==> src/rtl/mem_port_arbiter.sv <==
`default_nettype none
// ============================================================================
//  Module   : mem_port_arbiter
//  Purpose  : Sequencer/arbiter in front of one shared single-port memory
//             with 16-bit words. Two requesters: data port D (priority) and
//             fetch port F. A 32-bit access is split into two 16-bit beats.
//             Read data is registered and each completion gives a one-cycle
//             ack. A counter bounds how long F can be starved by D.
//  Ports    : clk, reset (async, active-low)
//             d_req/d_wr/d_dbl/d_addr/d_wdata -> d_ack/d_rdata   (data port)
//             f_req/f_wr/f_dbl/f_addr/f_wdata -> f_ack/f_rdata   (fetch port)
//             mem_address/mem_data_in/mem_read/mem_write -> memory
//             mem_data_out <- memory (combinational read data)
//  Revision : 1.0 - initial release
// ============================================================================
module mem_port_arbiter #(
    parameter int MAX_STARVE = 4
) (
    input  logic        clk,
    input  logic        reset,
    input  logic        d_req,
    input  logic        d_wr,
    input  logic        d_dbl,
    input  logic [31:0] d_addr,
    input  logic [31:0] d_wdata,
    output logic        d_ack,
    output logic [31:0] d_rdata,
    input  logic        f_req,
    input  logic        f_wr,
    input  logic        f_dbl,
    input  logic [31:0] f_addr,
    input  logic [31:0] f_wdata,
    output logic        f_ack,
    output logic [31:0] f_rdata,
    output logic [31:0] mem_address,
    output logic [15:0] mem_data_in,
    output logic        mem_read,
    output logic        mem_write,
    input  logic [15:0] mem_data_out
);

    localparam logic [0:0] c_ST_IDLE     = 1'b0;  // arbitrate / first beat
    localparam logic [0:0] c_ST_HI       = 1'b1;  // second beat of 32-bit access
    localparam logic       c_OWN_D       = 1'b0;
    localparam logic       c_OWN_F       = 1'b1;
    localparam logic [3:0] c_MAX_STARVE  = 4'(MAX_STARVE);

    logic [0:0]  r_state;
    logic        r_owner;
    logic        r_wr;
    logic [31:0] r_addr;
    logic [3:0]  r_starve;
    logic        r_d_ack;
    logic        r_f_ack;
    logic [31:0] r_d_rdata;
    logic [31:0] r_f_rdata;

    logic        w_d_req_m;
    logic        w_f_req_m;
    logic        w_starved;
    logic        w_grant_d;
    logic        w_grant_f;
    logic [31:0] w_addr;
    logic [15:0] w_wdata;
    logic        w_rd_en;
    logic        w_wr_en;

    // A requester being acked this cycle is still holding its old request;
    // mask it so the same transaction is not granted twice.
    assign w_d_req_m = d_req & ~r_d_ack;
    assign w_f_req_m = f_req & ~r_f_ack;
    assign w_starved = (r_starve == c_MAX_STARVE);

    assign w_grant_d = (r_state == c_ST_IDLE) & w_d_req_m & (~w_f_req_m | ~w_starved);
    assign w_grant_f = (r_state == c_ST_IDLE) & w_f_req_m & (~w_d_req_m | w_starved);

    always_comb begin
        w_addr  = '0;
        w_wdata = '0;
        w_rd_en = 1'b0;
        w_wr_en = 1'b0;
        if (r_state == c_ST_HI) begin
            w_addr  = r_addr + 32'd1;  // wraps naturally at 32 bits
            w_rd_en = ~r_wr;
            w_wr_en = r_wr;
            w_wdata = (r_owner == c_OWN_F) ? f_wdata[31:16] : d_wdata[31:16];
        end else if (w_grant_d) begin
            w_addr  = d_addr;
            w_rd_en = ~d_wr;
            w_wr_en = d_wr;
            w_wdata = d_wdata[15:0];
        end else if (w_grant_f) begin
            w_addr  = f_addr;
            w_rd_en = ~f_wr;
            w_wr_en = f_wr;
            w_wdata = f_wdata[15:0];
        end
    end

    // Enables gated by reset so an aborted beat stops writing immediately.
    assign mem_address = w_addr;
    assign mem_data_in = w_wdata;
    assign mem_read    = w_rd_en & reset;
    assign mem_write   = w_wr_en & reset;

    always_ff @(posedge clk or negedge reset) begin
        if (!reset) begin
            r_state   <= c_ST_IDLE;
            r_owner   <= c_OWN_D;
            r_wr      <= 1'b0;
            r_addr    <= '0;
            r_d_ack   <= 1'b0;
            r_f_ack   <= 1'b0;
            r_d_rdata <= '0;
            r_f_rdata <= '0;
        end else begin
            r_d_ack <= 1'b0;
            r_f_ack <= 1'b0;
            if (r_state == c_ST_HI) begin
                if (!r_wr) begin
                    if (r_owner == c_OWN_F) r_f_rdata[31:16] <= mem_data_out;
                    else                    r_d_rdata[31:16] <= mem_data_out;
                end
                if (r_owner == c_OWN_F) r_f_ack <= 1'b1;
                else                    r_d_ack <= 1'b1;
                r_state <= c_ST_IDLE;
            end else if (w_grant_d) begin
                if (!d_wr) begin
                    r_d_rdata[15:0] <= mem_data_out;
                    if (!d_dbl) r_d_rdata[31:16] <= '0;
                end
                if (d_dbl) begin
                    r_state <= c_ST_HI;
                    r_owner <= c_OWN_D;
                    r_addr  <= d_addr;
                    r_wr    <= d_wr;
                end else begin
                    r_d_ack <= 1'b1;
                end
            end else if (w_grant_f) begin
                if (!f_wr) begin
                    r_f_rdata[15:0] <= mem_data_out;
                    if (!f_dbl) r_f_rdata[31:16] <= '0;
                end
                if (f_dbl) begin
                    r_state <= c_ST_HI;
                    r_owner <= c_OWN_F;
                    r_addr  <= f_addr;
                    r_wr    <= f_wr;
                end else begin
                    r_f_ack <= 1'b1;
                end
            end
        end
    end

    // Starvation counter: counts D wins while F is waiting (uses raw f_req,
    // so a masked-but-held F request still counts as waiting).
    always_ff @(posedge clk or negedge reset) begin
        if (!reset) begin
            r_starve <= '0;
        end else if (!f_req || w_grant_f) begin
            r_starve <= '0;
        end else if (w_grant_d && !w_starved) begin
            r_starve <= r_starve + 4'd1;
        end
    end

    assign d_ack   = r_d_ack;
    assign f_ack   = r_f_ack;
    assign d_rdata = r_d_rdata;
    assign f_rdata = r_f_rdata;

endmodule
`default_nettype wire
==> config.mk <==
export PLATFORM = sky130hd
export DESIGN_NAME = mem_port_arbiter
export DESIGN_NICKNAME = d
export VERILOG_FILES = /design/src/rtl/mem_port_arbiter.sv
export SDC_FILE = /design/constraint.sdc
export NUM_CORES = 1
export LEC_CHECK = 0
export ABC_AREA = 0
export BUFFER_PORTS_ARGS = -buffer_cell sky130_fd_sc_hd__buf_2
export CORE_MARGIN = 2
export CORE_UTILIZATION = 35
export CTS_BUF_LIST = sky130_fd_sc_hd__clkbuf_4 sky130_fd_sc_hd__clkbuf_8 sky130_fd_sc_hd__clkbuf_16
export DETAILED_ROUTE_END_ITERATION = 12
export MAX_ROUTING_LAYER = met4
export PLACE_DENSITY = 0.58
export SKIP_CTS_REPAIR_TIMING = 1
export SYNTH_ARGS = -nofsm -noshare
export SYNTH_HDL_FRONTEND = slang
export SYNTH_SLANG_ARGS = --single-unit
==> constraint.sdc <==
create_clock -name clk -period 2.67 [get_ports clk]
set_clock_uncertainty 0.05 [all_clocks]
set_input_delay 0.534 -clock clk [delete_from_list [all_inputs] [get_ports clk]]
set_output_delay 0.534 -clock clk [all_outputs]
set_load 0.005 [all_outputs]
==> results.json, run 1 <==
{
  "drcViolationCount": 0,
  "antenna_left": 0,
  "final_util_pct": 49.8,
  "clk_pin_slew_worst_paths_ns": 0.07,
  "area_growth_pct": 39.4,
  "dieArea_sq_mm": 0.0187,
  "synthTopCellsByArea": "dfrtp_1 43%, nor2_1 7.5%, mux2i_1 7.5%",
  "row_count": 48,
  "ys_ff_latch": 105,
  "numCtsBuffers": 9,
  "synth_most_common_cell": "nor2_1",
  "cp_num_cells": 8,
  "crit_fanout": 9,
  "syn_area_per_cell_sq_um": 9.58,
  "io_pins": 268,
  "ys.flop_type": "dfrtp_1",
  "clock_sinks": 105,
  "die_y_um": 137,
  "synth_top_area_cell": "dfrtp_1",
  "grt_pass1_wl_mm": 30.5,
  "relSlewSlack_pct": 37.2,
  "finalNetCount": 1076,
  "path_buf_inv": 3,
  "core_sq_mm": 0.0172,
  "drt_iter0_markers": 461,
  "vias": 6005,
  "gp_congestion": 0.852,
  "synth_top_area_share_pct": 42.7,
  "finalHoldViolCount": 0,
  "crit_path_max_incr_delay_ns": 0.40,
  "synth_nets": 797,
  "critPathLaunchType": "register",
  "setup_viol": 3,
  "synth_cells": 642,
  "grt_usage_pct": 22.1,
  "tightest_slew_ns": 0.935,
  "crit_chain": "inv_2 > ha_4 > nand3b_4 > o21ai_4 > nor2_4 > buf_12 > a221o_1 > buf_2",
  "critPathKind": "reg -> out",
  "grt-ovfl-total": 0,
  "htree_levels": 3,
  "async_reset_ff_share_pct": 100,
  "grt_pass1_vias": 5390,
  "synth.distinct_cells": 54,
  "die_x_um": 137,
  "outcome": "complete, but fails checks",
  "synth_edf_count": 0,
  "register_area_sq_mm": 0.00264,
  "io_buffer_count": 267,
  "drv_slew": 0,
  "start_util_pct": 35.7,
  "via_per_inst": 5.21,
  "fillCellCount": 1668,
  "violations": "negative setup slack",
  "ff2ff_path_depth": 9,
  "fin_crit_sh_pct": 102,
  "tritoncts": "done",
  "antenna_found_initial": 1,
  "dp_hpwl_mm": 15.5,
  "cp-end-kind": "output port",
  "multi_input_area_sq_mm": 0.00344,
  "hp-class": "in -> reg",
  "whs_path_depth": 3,
  "synthTopCellsByCount": "123 x nor2_1, 105 x dfrtp_1, 49 x a21oi_1, 46 x mux2i_1, 34 x nor3_1",
  "leakage_nw": 3.98,
  "max_freq_mhz": 369,
  "r2r_setup_slack_ns": 0.39,
  "critPathRequiredTime_ns": 2.09,
  "irDropWorstVdd_mv": 0.371,
  "cp_slowest_cell": "dfrtp_1",
  "hold_slack_ns": 0.404,
  "dp_slack_ns": 0.228,
  "yosys_warnings": 0,
  "drt_pass1_iterations": 5,
  "worstPathArrival_ns": 2.13,
  "fin_crit_ns": 2.71,
  "rsz0062_at_grt": "yes",
  "root_buffer": "clkbuf_16",
  "clk-insertion-delay-late_ns": 0.35,
  "timing.final.ws_setup_ns": -0.0419,
  "grt_max_degree": 51,
  "routed_wl_mm": 21.2,
  "drive_gt1_share_pct": 46.0,
  "seq_area_frac_synth_pct": 42.7,
  "routedWlPerCell_um": 18.4,
  "power_density_mw_per_mm2": 980,
  "cts_buffer_depth": 2,
  "netlist_area_sq_mm": 0.00615,
  "cp_top_family": "compound AO/OA/AOI/OAI gates",
  "max_cap_viol_count": 0,
  "total_power_w": 0.00840
}
## sequential cells by signal, summed over array words and instances, names as in the netlist
| signal | flops |
|---|---|
| f_ack | 1 |
| f_rdata | 32 |
| d_rdata | 32 |
| d_ack | 1 |
| r_starve | 4 |
| r_state | 1 |
| r_addr | 32 |
| r_owner | 1 |
| r_wr | 1 |
## layer usage
metal / track usage [%] / part of all wire (%) / up-vias
met2: 32.1 / 48 / 176
li1: - / - / 2888
met1: 32.1 / 47 / 2927
met3: 2.93 / 4.5 / 14
met5: - / 0 / -
met4: 6.37 / 1.1 / 0
## cell usage in the layout (no fill, tap or decap), types with 8 or more instances in the layout
cell type,instances
mux2_2,32
xnor2_1,16
buf_2,266
buf_4,32
a21oi_1,48
xor2_1,13
buf_12,9
inv_1,8
a221oi_1,12
nor2_1,121
dfrtp_1,95
nand3_1,10
a221o_1,17
nand2_1,19
nor3_1,33
nand4_1,8
dfrtp_2,10
clkbuf_16,11
mux2i_1,46
## power by group
part	leakage (nW)	total [W]	internal (W)	switching (W)
clock	0.143	0.00133	0.000686	0.000639
combinational	2.61	0.00408	0.00206	0.00202
sequential	1.23	0.00300	0.00235	0.000651
total	3.98	0.00840	0.00510	0.00331
## layout make-up
type / instances / share of cell area, %
multi-input combinational: 479 / 40.1
sequential: 105 / 30.8
timing repair buffer: 315 / 21.9
tap: 225 / 3.28
clock buffer: 11 / 2.87
clock inverter: 5 / 0.554
inverter: 11 / 0.481
antenna: 1 / 0.0292
## path summary, 6_finish.rpt
| check | startpoint | endpoint |
|---|---|---|
| max | r_starve[0] | mem_data_in[14] |
| max reg2reg | r_starve[0] | r_addr[1] |
| min in group asynchronous | reset | r_addr[0] |
| max in group asynchronous | reset | r_addr[17] |
| min | f_addr[0] | r_addr[0] |
| min reg2reg | f_rdata[0] | f_rdata[0] |
## per-stage QoR
step,setup TNS [ns],area [sq um],instances
after floorplan,0,6150,642
after global placement,0,7820,1112
after detailed placement,0,7820,1112
after CTS,-1.33,8110,1128
after global routing,-1.90,8580,1152
final,-0.0561,8580,1152
## cells by family after synthesis
family / share of synthesized area (%)
AND/OR/NAND/NOR: 20.4
AO/OA/AOI/OAI: 14.2
flip-flops: 42.7
multiplexers: 13.3
buffers and inverters: 4.70
XOR/XNOR: 4.13
adder cells (fa/ha/maj): 0.610
## tightest hold or removal path: stages
cell	delay [ns]
buf_2	0.10
nand2_1	0.05
a31oi_1	0.08
Note: power is estimated with default switching activity, not from simulation.
==> run 2, diff against run 1 <==
--- a/config.mk
+++ b/config.mk
@@ -7,6 +7,7 @@
 export LEC_CHECK = 0
 export ABC_AREA = 0
 export BUFFER_PORTS_ARGS = -buffer_cell sky130_fd_sc_hd__buf_2
+export CORE_ASPECT_RATIO = 0.7
 export CORE_MARGIN = 2
 export CORE_UTILIZATION = 35
 export CTS_BUF_LIST = sky130_fd_sc_hd__clkbuf_4 sky130_fd_sc_hd__clkbuf_8 sky130_fd_sc_hd__clkbuf_16
@@ -14,6 +15,7 @@
 export MAX_ROUTING_LAYER = met4
 export PLACE_DENSITY = 0.58
 export SKIP_CTS_REPAIR_TIMING = 1
+export SKIP_LAST_GASP = 1
 export SYNTH_ARGS = -nofsm -noshare
 export SYNTH_HDL_FRONTEND = slang
 export SYNTH_SLANG_ARGS = --single-unit
==> run 2 against run 1 <==
Net effect: the run still ends with negative setup slack left; die area barely moved; register-to-register slack got worse by 0.05 ns; combinational power fell by 3%; clock-buffer cell count fell by 2; sequential share of layout area rose by 0.49 points; first-iteration DRC count fell by 23%; critical path depth did not move; critical path type unchanged; largest cell class unchanged; highest routed layer unchanged.
==> results.json, run 2 (synthesis gave the netlist of run 1 again) <==
{
  "outcome": "complete, but fails checks",
  "violations": "negative setup slack",
  "io_pins": 268,
  "multi_input_area_sq_mm": 0.00337,
  "clkPwrFrac_pct": 16.7,
  "placed_area_sq_mm": 0.00782,
  "p_sw_share_pct": 39.2,
  "final_cell_mix": "266 x buf_2, 120 x nor2_1, 95 x dfrtp_1",
  "htree_levels": 3,
  "critPathKind": "reg -> out",
  "antenna_found_initial": 1,
  "grt_max_degree": 52,
  "core_sq_mm": 0.0172,
  "fin_crit_ns": 2.72,
  "drv_slew": 0,
  "max_freq_mhz": 368,
  "combPwrFrac_pct": 47.8,
  "grt_pass1_wl_mm": 30.9,
  "p_int_w": 0.00503,
  "timing.final.ws_setup_ns": -0.0486,
  "numCtsBuffers": 9,
  "dp_hpwl_mm": 15.1,
  "leakage_nw": 3.93,
  "setup_viol": 11,
  "clock_sinks": 105,
  "drive_gt1_share_pct": 44.6,
  "register_area_sq_mm": 0.00264,
  "grt-ovfl-total": 0,
  "tritoncts": "done",
  "critPathRequiredTime_ns": 2.09,
  "power_switching_w": 0.00324,
  "finalHoldViolCount": 0,
  "irDropWorstVdd_mv": 0.410,
  "via_per_inst": 5.17,
  "io_buffer_count": 267,
  "layout_commonest_cell": "buf_2",
  "grt_pass1_vias": 5735,
  "start_util_pct": 35.8,
  "routedWlPerCell_um": 17.3,
  "tightest_slew_ns": 0.624,
  "fin_crit_sh_pct": 102,
  "critPathLaunchType": "register",
  "cp-end-kind": "output port",
  "power_density_mw_per_mm2": 980,
  "drcViolationCount": 0,
  "relSlewSlack_pct": 58.4,
  "die_x_um": 162,
  "total_power_w": 0.00827,
  "drt_pass1_iterations": 5,
  "p_seq_share_pct": 35.6,
  "fillCellCount": 1710,
  "cts_buffer_depth": 2,
  "crit_path_max_incr_delay_ns": 0.41,
  "antenna_left": 0,
  "drt_iter0_markers": 356,
  "dp_slack_ns": 0.172,
  "dp_cells": 1120,
  "finalNetCount": 1076,
  "area_growth_pct": 37.2,
  "cp_slowest_cell": "dfrtp_1",
  "hold_slack_ns": 0.0244,
  "crit_fanout": 19,
  "grt_usage_pct": 21.7,
  "vias": 5982,
  "rsz0062_at_grt": "yes",
  "clk-insertion-delay-late_ns": 0.35,
  "die_y_um": 115,
  "instances_no_fill": 1157,
  "dieArea_sq_mm": 0.0187,
  "hp-class": "in -> async",
  "row_count": 40,
  "routed_wl_mm": 20.0,
  "root_buffer": "clkbuf_16",
  "stdcell_area_sq_mm": 0.00844,
  "clk_pin_slew_worst_paths_ns": 0.08,
  "max_cap_viol_count": 0,
  "crit_chain": "inv_2 > ha_4 > nand3b_4 > a21oi_2 > buf_12 > a221oi_1 > a21oi_1 > buf_2",
  "worstPathArrival_ns": 2.13,
  "gp_congestion": 0.813
}
-- run 2: final timing paths --
kind	start	endpoint	slack [ns]	cells after the start
max in group asynchronous	reset	r_addr[8]	1.62	2
hold / removal	reset	r_addr[25]	0.02	1
hold reg to reg	d_rdata[13]	d_rdata[13]	0.45	1
min in group clk	d_addr[0]	r_addr[0]	0.39	3
setup / recovery	r_starve[0]	mem_address[8]	-0.05	8
setup reg to reg	r_starve[0]	r_addr[5]	0.34	11
-- run 2: stage by stage --
step / util, % / TNS, ns
4_1_cts: 47.3 / -1.33
6_report: 49.2 / -0.146
3_5_place_dp: 45.6 / 0
5_1_grt: 49.2 / -4.07
2_1_floorplan: - / 0
3_3_place_gp: 45.6 / 0
-- run 2: power by group through the flow --
| stage | sequential (W) | clock [W] | combinational, W |
|---|---|---|---|
| 6_report | 0.00294 | 0.00138 | 0.00395 |
| 5_1_grt | 0.00306 | 0.00149 | 0.00436 |
| 4_1_cts | 0.00292 | 0.00143 | 0.00371 |
| 3_5_place_dp | 0.00295 | 0 | 0.00369 |
| 3_3_place_gp | 0.00293 | 0 | 0.00365 |
| 2_1_floorplan | 0.00287 | 0 | 0.00218 |
-- run 2: critical path, delay by kind of cell (launching register included) --
family | cells | cell delay, ns
fa+ha+maj | 1 | 0.14
simple gates | 1 | 0.13
buf+inv | 3 | 0.45
flops | 1 | 0.41
compound gates | 3 | 0.64
-- run 2: metal layers --
metal  GRT usage (%)  part of all wire, %
met5               -                    0
met4            4.66                  1.3
met3            3.68                  5.2
met2            33.7                   46
met1            30.0                   47
-- run 2: final cells by class --
type / instances / share of cell area [%]
multi-input combinational: 479 / 40.0
tap: 231 / 3.42
timing repair buffer: 315 / 21.3
sequential: 105 / 31.3
antenna: 1 / 0.0296
clock inverter: 6 / 0.919
clock buffer: 9 / 2.67
inverter: 11 / 0.489
